<file path="config.mk">
export PLATFORM = sky130hd
export DESIGN_NAME = note_sequencer
export DESIGN_NICKNAME = d
export VERILOG_FILES = /design/src/rtl/note_sequencer_pkg.sv /design/src/rtl/note_sequencer_tempo_prescaler.sv /design/src/rtl/note_sequencer.sv
export SDC_FILE = /design/constraint.sdc
export NUM_CORES = 1
export LEC_CHECK = 0
export BUFFER_PORTS_ARGS = -buffer_cell sky130_fd_sc_hd__buf_4
export CELL_PAD_IN_SITES_DETAIL_PLACEMENT = 0
export CELL_PAD_IN_SITES_GLOBAL_PLACEMENT = 2
export CORE_ASPECT_RATIO = 0.6
export CORE_MARGIN = 5
export CORE_UTILIZATION = 40
export CTS_CLUSTER_SIZE = 25
export DETAILED_ROUTE_END_ITERATION = 16
export GPL_ROUTABILITY_DRIVEN = 0
export PLACE_DENSITY = 0.9
export RECOVER_POWER = 50
export SLEW_MARGIN = 20
export SYNTH_ARGS = -nofsm -noshare
export SYNTH_HDL_FRONTEND = slang
export SYNTH_SLANG_ARGS = --single-unit
</file>
<file path="constraint.sdc">
create_clock -name clk -period 3.8 [get_ports clk]
set_clock_uncertainty 0.2 [all_clocks]
set_input_delay 0.19 -clock clk [delete_from_list [all_inputs] [get_ports clk]]
set_output_delay 0.19 -clock clk [all_outputs]
set_load 0.005 [all_outputs]
</file>
<file path="src/rtl/note_sequencer_pkg.sv">
// Shared definitions for the tune sequencer: song ROM entry layout, opcodes
// and FSM state encoding.
package note_sequencer_pkg;

   localparam int unsigned NOTE_W   = 6;
   localparam int unsigned DUR_W    = 6;
   localparam int unsigned OP_W     = 2;
   localparam int unsigned ROM_W    = 16;

   localparam int unsigned NOTE_LSB = 0;
   localparam int unsigned DUR_LSB  = 8;
   localparam int unsigned OP_LSB   = 14;

   localparam logic [NOTE_W-1:0] NOTE_SILENCE = NOTE_W'(0);

   typedef enum logic [OP_W-1:0] {
      OP_NOTE = 2'b00,
      OP_REST = 2'b01,
      OP_LOOP = 2'b10,
      OP_END  = 2'b11
   } op_e;

   // Captured song entry; reserved ROM bits are not kept.
   typedef struct packed {
      op_e               op;
      logic [DUR_W-1:0]  dur;
      logic [NOTE_W-1:0] note;
   } rom_entry_t;

   typedef enum logic [2:0] {
      S_IDLE,
      S_FETCH,
      S_WAIT,
      S_DECODE,
      S_PLAY
   } state_e;

endpackage

</file>
<file path="src/rtl/note_sequencer_tempo_prescaler.sv">
// Tempo prescaler: counts 0..TICK_DIV-1 while enabled and flags the last count
// as a tempo tick.
module tempo_prescaler #(
   parameter int unsigned TICK_DIV = 1562500
) (
   input  logic clk,
   input  logic rst,
   input  logic enable,
   input  logic clear,
   output logic tick_c
);

   localparam int unsigned CNT_W = (TICK_DIV > 1) ? $clog2(TICK_DIV) : 1;
   localparam logic [CNT_W-1:0] LAST = CNT_W'(TICK_DIV - 1);

   logic [CNT_W-1:0] count_q;

   assign tick_c = enable && (count_q == LAST);

   always_ff @(posedge clk or posedge rst) begin
      if (rst) begin
         count_q <= '0;
      end else if (clear) begin
         count_q <= '0;
      end else if (enable) begin
         count_q <= tick_c ? '0 : count_q + CNT_W'(1);
      end
   end

endmodule

</file>
<file path="src/rtl/note_sequencer.sv">
// Tempo-driven tune sequencer: walks the song ROM and presents a held note code
// plus articulation gate to the tone generator.
module note_sequencer
   import note_sequencer_pkg::*;
#(
   parameter int unsigned TICK_DIV  = 1562500,
   parameter int unsigned ADDR_W    = 8,
   parameter int unsigned GAP_TICKS = 1
) (
   input  logic              clk,
   input  logic              rst,
   input  logic              start,
   input  logic              stop,
   output logic [ADDR_W-1:0] rom_addr,
   input  logic [ROM_W-1:0]  rom_data,
   output logic [NOTE_W-1:0] fullnote,
   output logic              gate,
   output logic              busy,
   output logic              step
);

   localparam logic [DUR_W-1:0] GAP = DUR_W'(GAP_TICKS);

   state_e            state_q, state_d;
   logic [ADDR_W-1:0] addr_d;
   logic [NOTE_W-1:0] note_d;
   logic              gate_d, busy_d, step_d;
   logic [DUR_W-1:0]  remaining_q, remaining_d, rem_dec_c;
   rom_entry_t        entry_q, entry_d;
   logic              tick_c, pre_clear_c;
   logic              unused_rsvd_c;

   assign unused_rsvd_c = ^rom_data[DUR_LSB-1:NOTE_LSB+NOTE_W];
   assign rem_dec_c     = remaining_q - DUR_W'(1);

   tempo_prescaler #(.TICK_DIV(TICK_DIV)) u_prescaler (
      .clk    (clk),
      .rst    (rst),
      .enable (busy),
      .clear  (pre_clear_c),
      .tick_c (tick_c)
   );

   // Next-state and next-output logic; outputs hold unless an event changes them.
   always_comb begin
      state_d     = state_q;
      addr_d      = rom_addr;
      note_d      = fullnote;
      gate_d      = gate;
      step_d      = 1'b0;
      remaining_d = remaining_q;
      entry_d     = entry_q;
      pre_clear_c = 1'b0;

      if (stop) begin
         state_d     = S_IDLE;
         addr_d      = '0;
         note_d      = NOTE_SILENCE;
         gate_d      = 1'b0;
         remaining_d = '0;
         pre_clear_c = 1'b1;
      end else begin
         case (state_q)
            S_IDLE: begin
               if (start) begin
                  state_d     = S_FETCH;
                  addr_d      = '0;
                  pre_clear_c = 1'b1;
               end
            end
            S_FETCH: state_d = S_WAIT;
            S_WAIT: begin
               entry_d.op   = op_e'(rom_data[OP_LSB +: OP_W]);
               entry_d.dur  = rom_data[DUR_LSB +: DUR_W];
               entry_d.note = rom_data[NOTE_LSB +: NOTE_W];
               state_d      = S_DECODE;
            end
            S_DECODE: begin
               case (entry_q.op)
                  OP_NOTE, OP_REST: begin
                     if (entry_q.dur == '0) begin
                        addr_d  = rom_addr + ADDR_W'(1);
                        state_d = S_FETCH;
                     end else begin
                        remaining_d = entry_q.dur;
                        note_d      = (entry_q.op == OP_NOTE) ? entry_q.note : NOTE_SILENCE;
                        gate_d      = (entry_q.op == OP_NOTE);
                        step_d      = 1'b1;
                        state_d     = S_PLAY;
                     end
                  end
                  OP_LOOP: begin
                     addr_d = '0;
                     // A loop marker at address 0 would refetch itself forever.
                     if (rom_addr == '0) begin
                        state_d = S_IDLE;
                        note_d  = NOTE_SILENCE;
                        gate_d  = 1'b0;
                     end else begin
                        state_d = S_FETCH;
                     end
                  end
                  default: begin
                     state_d = S_IDLE;
                     addr_d  = '0;
                     note_d  = NOTE_SILENCE;
                     gate_d  = 1'b0;
                  end
               endcase
            end
            S_PLAY: begin
               if (tick_c) begin
                  remaining_d = rem_dec_c;
                  if (rem_dec_c == GAP && entry_q.dur > GAP) begin
                     gate_d = 1'b0;
                  end
                  if (rem_dec_c == '0) begin
                     addr_d  = rom_addr + ADDR_W'(1);
                     state_d = S_FETCH;
                  end
               end
            end
            default: state_d = S_IDLE;
         endcase
      end

      busy_d = (state_d != S_IDLE);
   end

   always_ff @(posedge clk or posedge rst) begin
      if (rst) begin
         state_q     <= S_IDLE;
         rom_addr    <= '0;
         fullnote    <= NOTE_SILENCE;
         gate        <= 1'b0;
         busy        <= 1'b0;
         step        <= 1'b0;
         remaining_q <= '0;
         entry_q     <= '0;
      end else begin
         state_q     <= state_d;
         rom_addr    <= addr_d;
         fullnote    <= note_d;
         gate        <= gate_d;
         busy        <= busy_d;
         step        <= step_d;
         remaining_q <= remaining_d;
         entry_q     <= entry_d;
      end
   end

endmodule

</file>
==> results of run 1 <==
==> state kept, by name, summed over array words and instances (netlist names) <==
| register | flops |
|---|---|
| remaining_q | 6 |
| busy | 1 |
| gate | 1 |
| u_prescaler.count_q | 21 |
| rom_addr | 8 |
| entry_q | 14 |
| fullnote | 6 |
| step | 1 |
| state_q | 3 |
==> power by group <==
part	switching, mW	internal, mW
clock	0.282	0.607
combinational	0.195	0.190
sequential	0.114	0.757
total	0.592	1.55
==> cells by family after synthesis <==
| family | share of synthesized area [%] |
|---|---|
| buffers and inverters | 3.548 |
| adder cells (fa/ha/maj) | 2.265 |
| AND/OR/NAND/NOR | 23.10 |
| AO/OA/AOI/OAI | 15.10 |
| multiplexers | 6.229 |
| XOR/XNOR | 3.700 |
| flip-flops | 46.05 |
==> synthesized netlist by cell type (2+ instances only) <==
cell	number	area share [%]
dfrtp_1	61	46
nand2_1	31	3.5
nor2_1	30	3.4
a21oi_1	20	3.0
o21ai_0	17	2.6
inv_1	16	1.8
nor3_1	14	2.1
mux2_2	13	4.4
xnor2_1	12	3.2
or3_1	9	1.7
a22o_1	7	1.8
and3_1	7	1.3
nand3_1	7	1.1
clkbuf_1	6	0.68
ha_1	6	2.3
mux2i_1	6	1.8
nand2b_1	5	0.94
o22ai_1	5	0.94
a211oi_1	4	0.91
buf_2	4	0.60
nand4_1	4	0.75
nor4_1	4	0.75
a31oi_1	3	0.57
and4_1	3	0.79
nor3b_1	3	0.68
nor4b_1	3	0.79
o211ai_1	3	0.68
or2_2	3	0.57
a2111o_1	2	0.68
a2bb2oi_1	2	0.53
a32oi_1	2	0.53
buf_4	2	0.45
o2111ai_1	2	0.53
or4_1	2	0.45
xor2_1	2	0.53
==> worst paths after layout <==
path	from	endpoint	slack (ns)	cells past startpoint
worst min register to register	entry_q[4]$_DFFE_PP0P_	fullnote[4]$_DFFE_PP0P_	0.29	1
max in group asynchronous	rst	rom_addr[0]$_DFFE_PP0P_	1.42	4
worst min-delay path	start	busy$_DFF_PP0_	0.13	4
worst max-delay path	u_prescaler.count_q[2]$_DFFE_PP0P_	rom_addr[5]$_DFFE_PP0P_	1.08	5
min in group asynchronous	rst	entry_q[4]$_DFFE_PP0P_	0.61	3
worst max register to register	u_prescaler.count_q[2]$_DFFE_PP0P_	rom_addr[5]$_DFFE_PP0P_	1.08	5
==> worst max-delay path, cell delays in order (launching register included) <==
cell and delay [ns]:
dfrtp_1 0.45, or4_1 0.56, nor3_2 0.19, o2111ai_1 0.49, a211oi_1 0.52, mux2i_1 0.24
==> per-layer routing <==
metal  up-vias  track usage, %
met2        56           24.08
met5         -               0
met1      1338           25.06
li1       1354               -
met3         6           5.714
met4         0           4.390
==> metrics by stage <==
stage	cell area, sq um	util (%)	setup slack (ns)
floorplan	3314	-	1.647
global placement	3671	46.02	1.140
detailed placement	3671	46.02	1.116
CTS	4158	52.13	1.087
global route	4140	51.91	0.8378
finish	4140	51.91	1.082
==> area by class of cell <==
type	instances	share of cell area, %
Inverter	16	1.451
Tap cell	108	3.264
Multi-Input combinational cell	253	40.47
Timing Repair Buffer	52	10.06
Sequential cell	61	36.87
Clock inverter	4	1.692
Clock buffer	12	6.195
==> metrics.yaml, run 1 <==
cts_setup_buffers: 0
setup-tns-final_ns: 0
max_freq_ghz: 0.3680
final_cells: 506
worstSetupStartpointType: "flip-flop"
syn_to_final_growth_pct: 24.92
place_hpwl_microns: 5864
post_cts_resized: 0
layout_common_cells: "dfrtp_1 (61), nand2_1 (31), nor2_1 (30)"
slew_headroom_pct: 10.94
drc_errors: 0
synth.ff_latch_count: 61
finalPower_mw: 2.146
syn_inst: 342
antenna_cells: 0
antenna_found_initial: 0
worstSetupPathType: "flip-flop to flip-flop"
min_path_type: "input port to flip-flop"
met3_length_microns: 385
drt-initial-drc-count: 210
grt-ovfl-total: 0
peakVddDrop_mv: 0.3411
ys_seq_area_share_pct: 46.06
clock_sinks: 61
grt_pass1_wl_microns: 13840
worst_pin_slew_ns: 1.334
drtAntennaViolNets: 0
initial_core_util_pct: 41.55
grt_pass1_vias: 2735
seq_area_sq_mm: 0.001526
clkTransAtPathRegs_ns: 0.05
firstDrtPassIters: 4
synthFlopType: "dfrtp_1"
cellPowerDensity_mw_per_mm2: 518.4
dr_total_vias: 2754
viasPerCell: 5.443
die_area_sq_mm: 0.01027
port_buffers: 34
min_period_ns: 2.718
maxCapViolations: 0
p_leak_nw: 1.720
wl_per_cell_microns: 15.99
synth-async-reset-ratio_pct: 100.0
syn_area_sq_mm: 0.003314
ys_warn_count: 0
grtUsageTotal_pct: 17.16
post-route-period-util_pct: 71.51
ios: 37
syn-num-nets: 368
dpl.cell_count: 474
top_layer_used: "met4"
num-fill-cells: 775
synth_edf_count: 0
cts_tree: "done"
grt_setup_unrepaired: "no"
syn_area_per_cell_sq_um: 9.691
ctsLongestPathBuffers: 2
wl_met2_microns: 3372
drive_above_1_share_pct: 17.84
nets: 419
root_buffer: "clkbuf_16"
die_x_microns: 127.5
crit_path_max_fanout: 11
hold_viol_final: 0
grt_max_degree: 35
mostFrequentLayoutCell: "dfrtp_1"
endpoint_kind: "flip-flop"
outcome: "finished clean"
h-tree-depth: 3
report.final.slew_viol_count: 0
synth.distinct_cells: 57
placementRows: 25
drt-met1-wl_microns: 4271
cts_hold_buf: 16
required_ns: 3.84
core_sq_mm: 0.007976
clk-insertion-delay-late_ns: 0.32
timing.critical_path.arrival_ns: 2.76
hold_slack_ns: 0.1340
die_h_microns: 80.51
multi_input_area_sq_mm: 0.001675
routed_wl_microns: 8092
cts_buffers: 9
finalSetupViolations: 0
Power figures use the tool's default switching activity.
==> inputs of run 2 (changes only) <==
Settings changed: CORE_UTILIZATION 40 to 37, PLACE_DENSITY 0.9 to 0.84.
Clock period 3.8 ns to 2.8 ns, I/O delays scaled along.
==> metrics.yaml, run 2 (synthesis gave the netlist of run 1 again) <==
cts_buffers: 9
critPathMaxStageDelay_ns: 0.58
largest_register_ffs: 21
path_delay_family: "simple AND/OR/NAND/NOR gates"
maxCapViolations: 0
root_buffer: "clkbuf_16"
path_buf_inv: 0
worstSetupPathType: "flip-flop to flip-flop"
seq_area_sq_mm: 0.001526
placementRows: 26
core_sq_mm: 0.008621
syn_to_final_growth_pct: 25.90
setup_ws_ns: 0.3490
min_period_ns: 2.451
crit_path_max_fanout: 5
top_register: "u_prescaler.count_q"
post-route-period-util_pct: 87.54
cellPowerDensity_mw_per_mm2: 678.3
required_ns: 2.85
ctsLongestPathBuffers: 2
viasPerCell: 5.427
outcome: "finished clean"
timing.critical_path.arrival_ns: 2.50
report.final.slew_viol_count: 0
grt_pass1_vias: 2748
multi_input_area_sq_mm: 0.001670
peakVddDrop_mv: 0.4219
worst_pin_slew_ns: 1.229
grt_setup_unrepaired: "no"
cts_tree: "done"
p_leak_nw: 1.742
setup-tns-final_ns: 0
grt_pass1_wl_microns: 14300
ios: 37
port_buffers: 34
antenna_cells: 0
mostFrequentLayoutCell: "dfrtp_1"
die_area_sq_mm: 0.01101
grt_max_degree: 27
post-place-ws_ns: 0.3823
post_cts_resized: 0
finalSetupViolations: 0
grt-ovfl-total: 0
clock_sinks: 61
timing.critical_path.cells: "or4_4 -> nor4_2 -> nor2_1 -> a211oi_1 -> mux2i_1"
die_x_microns: 132.2
grtUsageTotal_pct: 15.91
min_path_type: "input port to flip-flop"
drive_above_1_share_pct: 19.95
nets: 427
firstDrtPassIters: 4
endpoint_kind: "flip-flop"
wl_per_cell_microns: 16.30
drc_errors: 0
num-fill-cells: 816
finalPower_mw: 2.831
h-tree-depth: 3
worstSetupStartpointType: "flip-flop"
drtAntennaViolNets: 0
clkTransAtPathRegs_ns: 0.05
drt-initial-drc-count: 206
layout_common_cells: "dfrtp_1 (61), nand2_1 (31), nor2_1 (30)"
max_freq_ghz: 0.4080
critPathSlowestCell: "or4_4"
hold_slack_ns: 0.06461
die_h_microns: 83.31
cts_setup_buffers: 0
place_hpwl_microns: 6043
reg.largest.list: "u_prescaler.count_q (21), entry_q (14), rom_addr (8)"
clk-insertion-delay-late_ns: 0.33
initial_core_util_pct: 38.45
routed_wl_microns: 8442
dr_total_vias: 2811
hold_viol_final: 0
antenna_found_initial: 0
slew_headroom_pct: 18.08
==> run 2: cell count changes in the layout (fill, tap and decap cells not counted), moves of 2 or more <==
cell	before	now
buf_4	17	24
clkbuf_1	4	2
clkbuf_8	2	0
clkinv_4	0	2
==> run 2: final cells by class <==
class / instances / area share [%]
tap: 112 / 3.358
multi-input combinational: 253 / 40.03
clock inverter: 7 / 1.769
clock buffer: 9 / 5.397
sequential: 61 / 36.58
inverter: 16 / 1.439
timing repair buffer: 60 / 11.42
==> run 2: path summary, 6_finish.rpt <==
| check | from | endpoint | slack [ns] | cells after the start |
|---|---|---|---|---|
| setup / recovery | entry_q[7]$_DFFE_PP0P_ | rom_addr[7]$_DFFE_PP0P_ | 0.35 | 5 |
| hold / removal | start | busy$_DFF_PP0_ | 0.06 | 4 |
| setup reg to reg | entry_q[7]$_DFFE_PP0P_ | rom_addr[7]$_DFFE_PP0P_ | 0.35 | 5 |
| hold reg to reg | entry_q[4]$_DFFE_PP0P_ | fullnote[4]$_DFFE_PP0P_ | 0.29 | 1 |
| max in group asynchronous | rst | rom_addr[3]$_DFFE_PP0P_ | 0.58 | 4 |
| min in group asynchronous | rst | remaining_q[3]$_DFFE_PP0P_ | 0.26 | 3 |
==> run 2: power breakdown <==
part           switching [mW]  total [mW]  internal, mW
Sequential              0.155        1.18          1.03
Clock                   0.410        1.10         0.690
Combinational           0.280       0.549         0.268
Total                   0.845        2.83          1.99
==> run 2: worst reg2reg max path: stages, from the launching register on <==
cell and delay [ns]:
dfrtp_1 0.40, or4_4 0.58, nor4_2 0.40, nor2_1 0.21, a211oi_1 0.33, mux2i_1 0.24
==> run 2: repair_timing <==
action | 4_1_cts | 5_1_grt
hold buffers | 16 | 0
endpoints found under the hold margin | 32 | 0
setup endpoints to repair | 0 | 0
==> run 2: per-stage QoR <==
step | cells | util [%] | cell area (sq um)
2_1_floorplan | 342 | - | 3314
3_3_place_gp | 486 | 43.24 | 3727
3_5_place_dp | 486 | 43.24 | 3727
4_1_cts | 518 | 48.56 | 4187
5_1_grt | 518 | 48.40 | 4173
6_report | 518 | 48.40 | 4173
==> run 2: metal layers <==
layer / part of all wire [%] / GRT usage (%) / routed length, microns
met5: 0 / 0 / 0
met4: 1.5 / 4.713 / 130
met1: 53 / 24.20 / 4499
met2: 41 / 21.76 / 3476
met3: 4.0 / 4.287 / 335
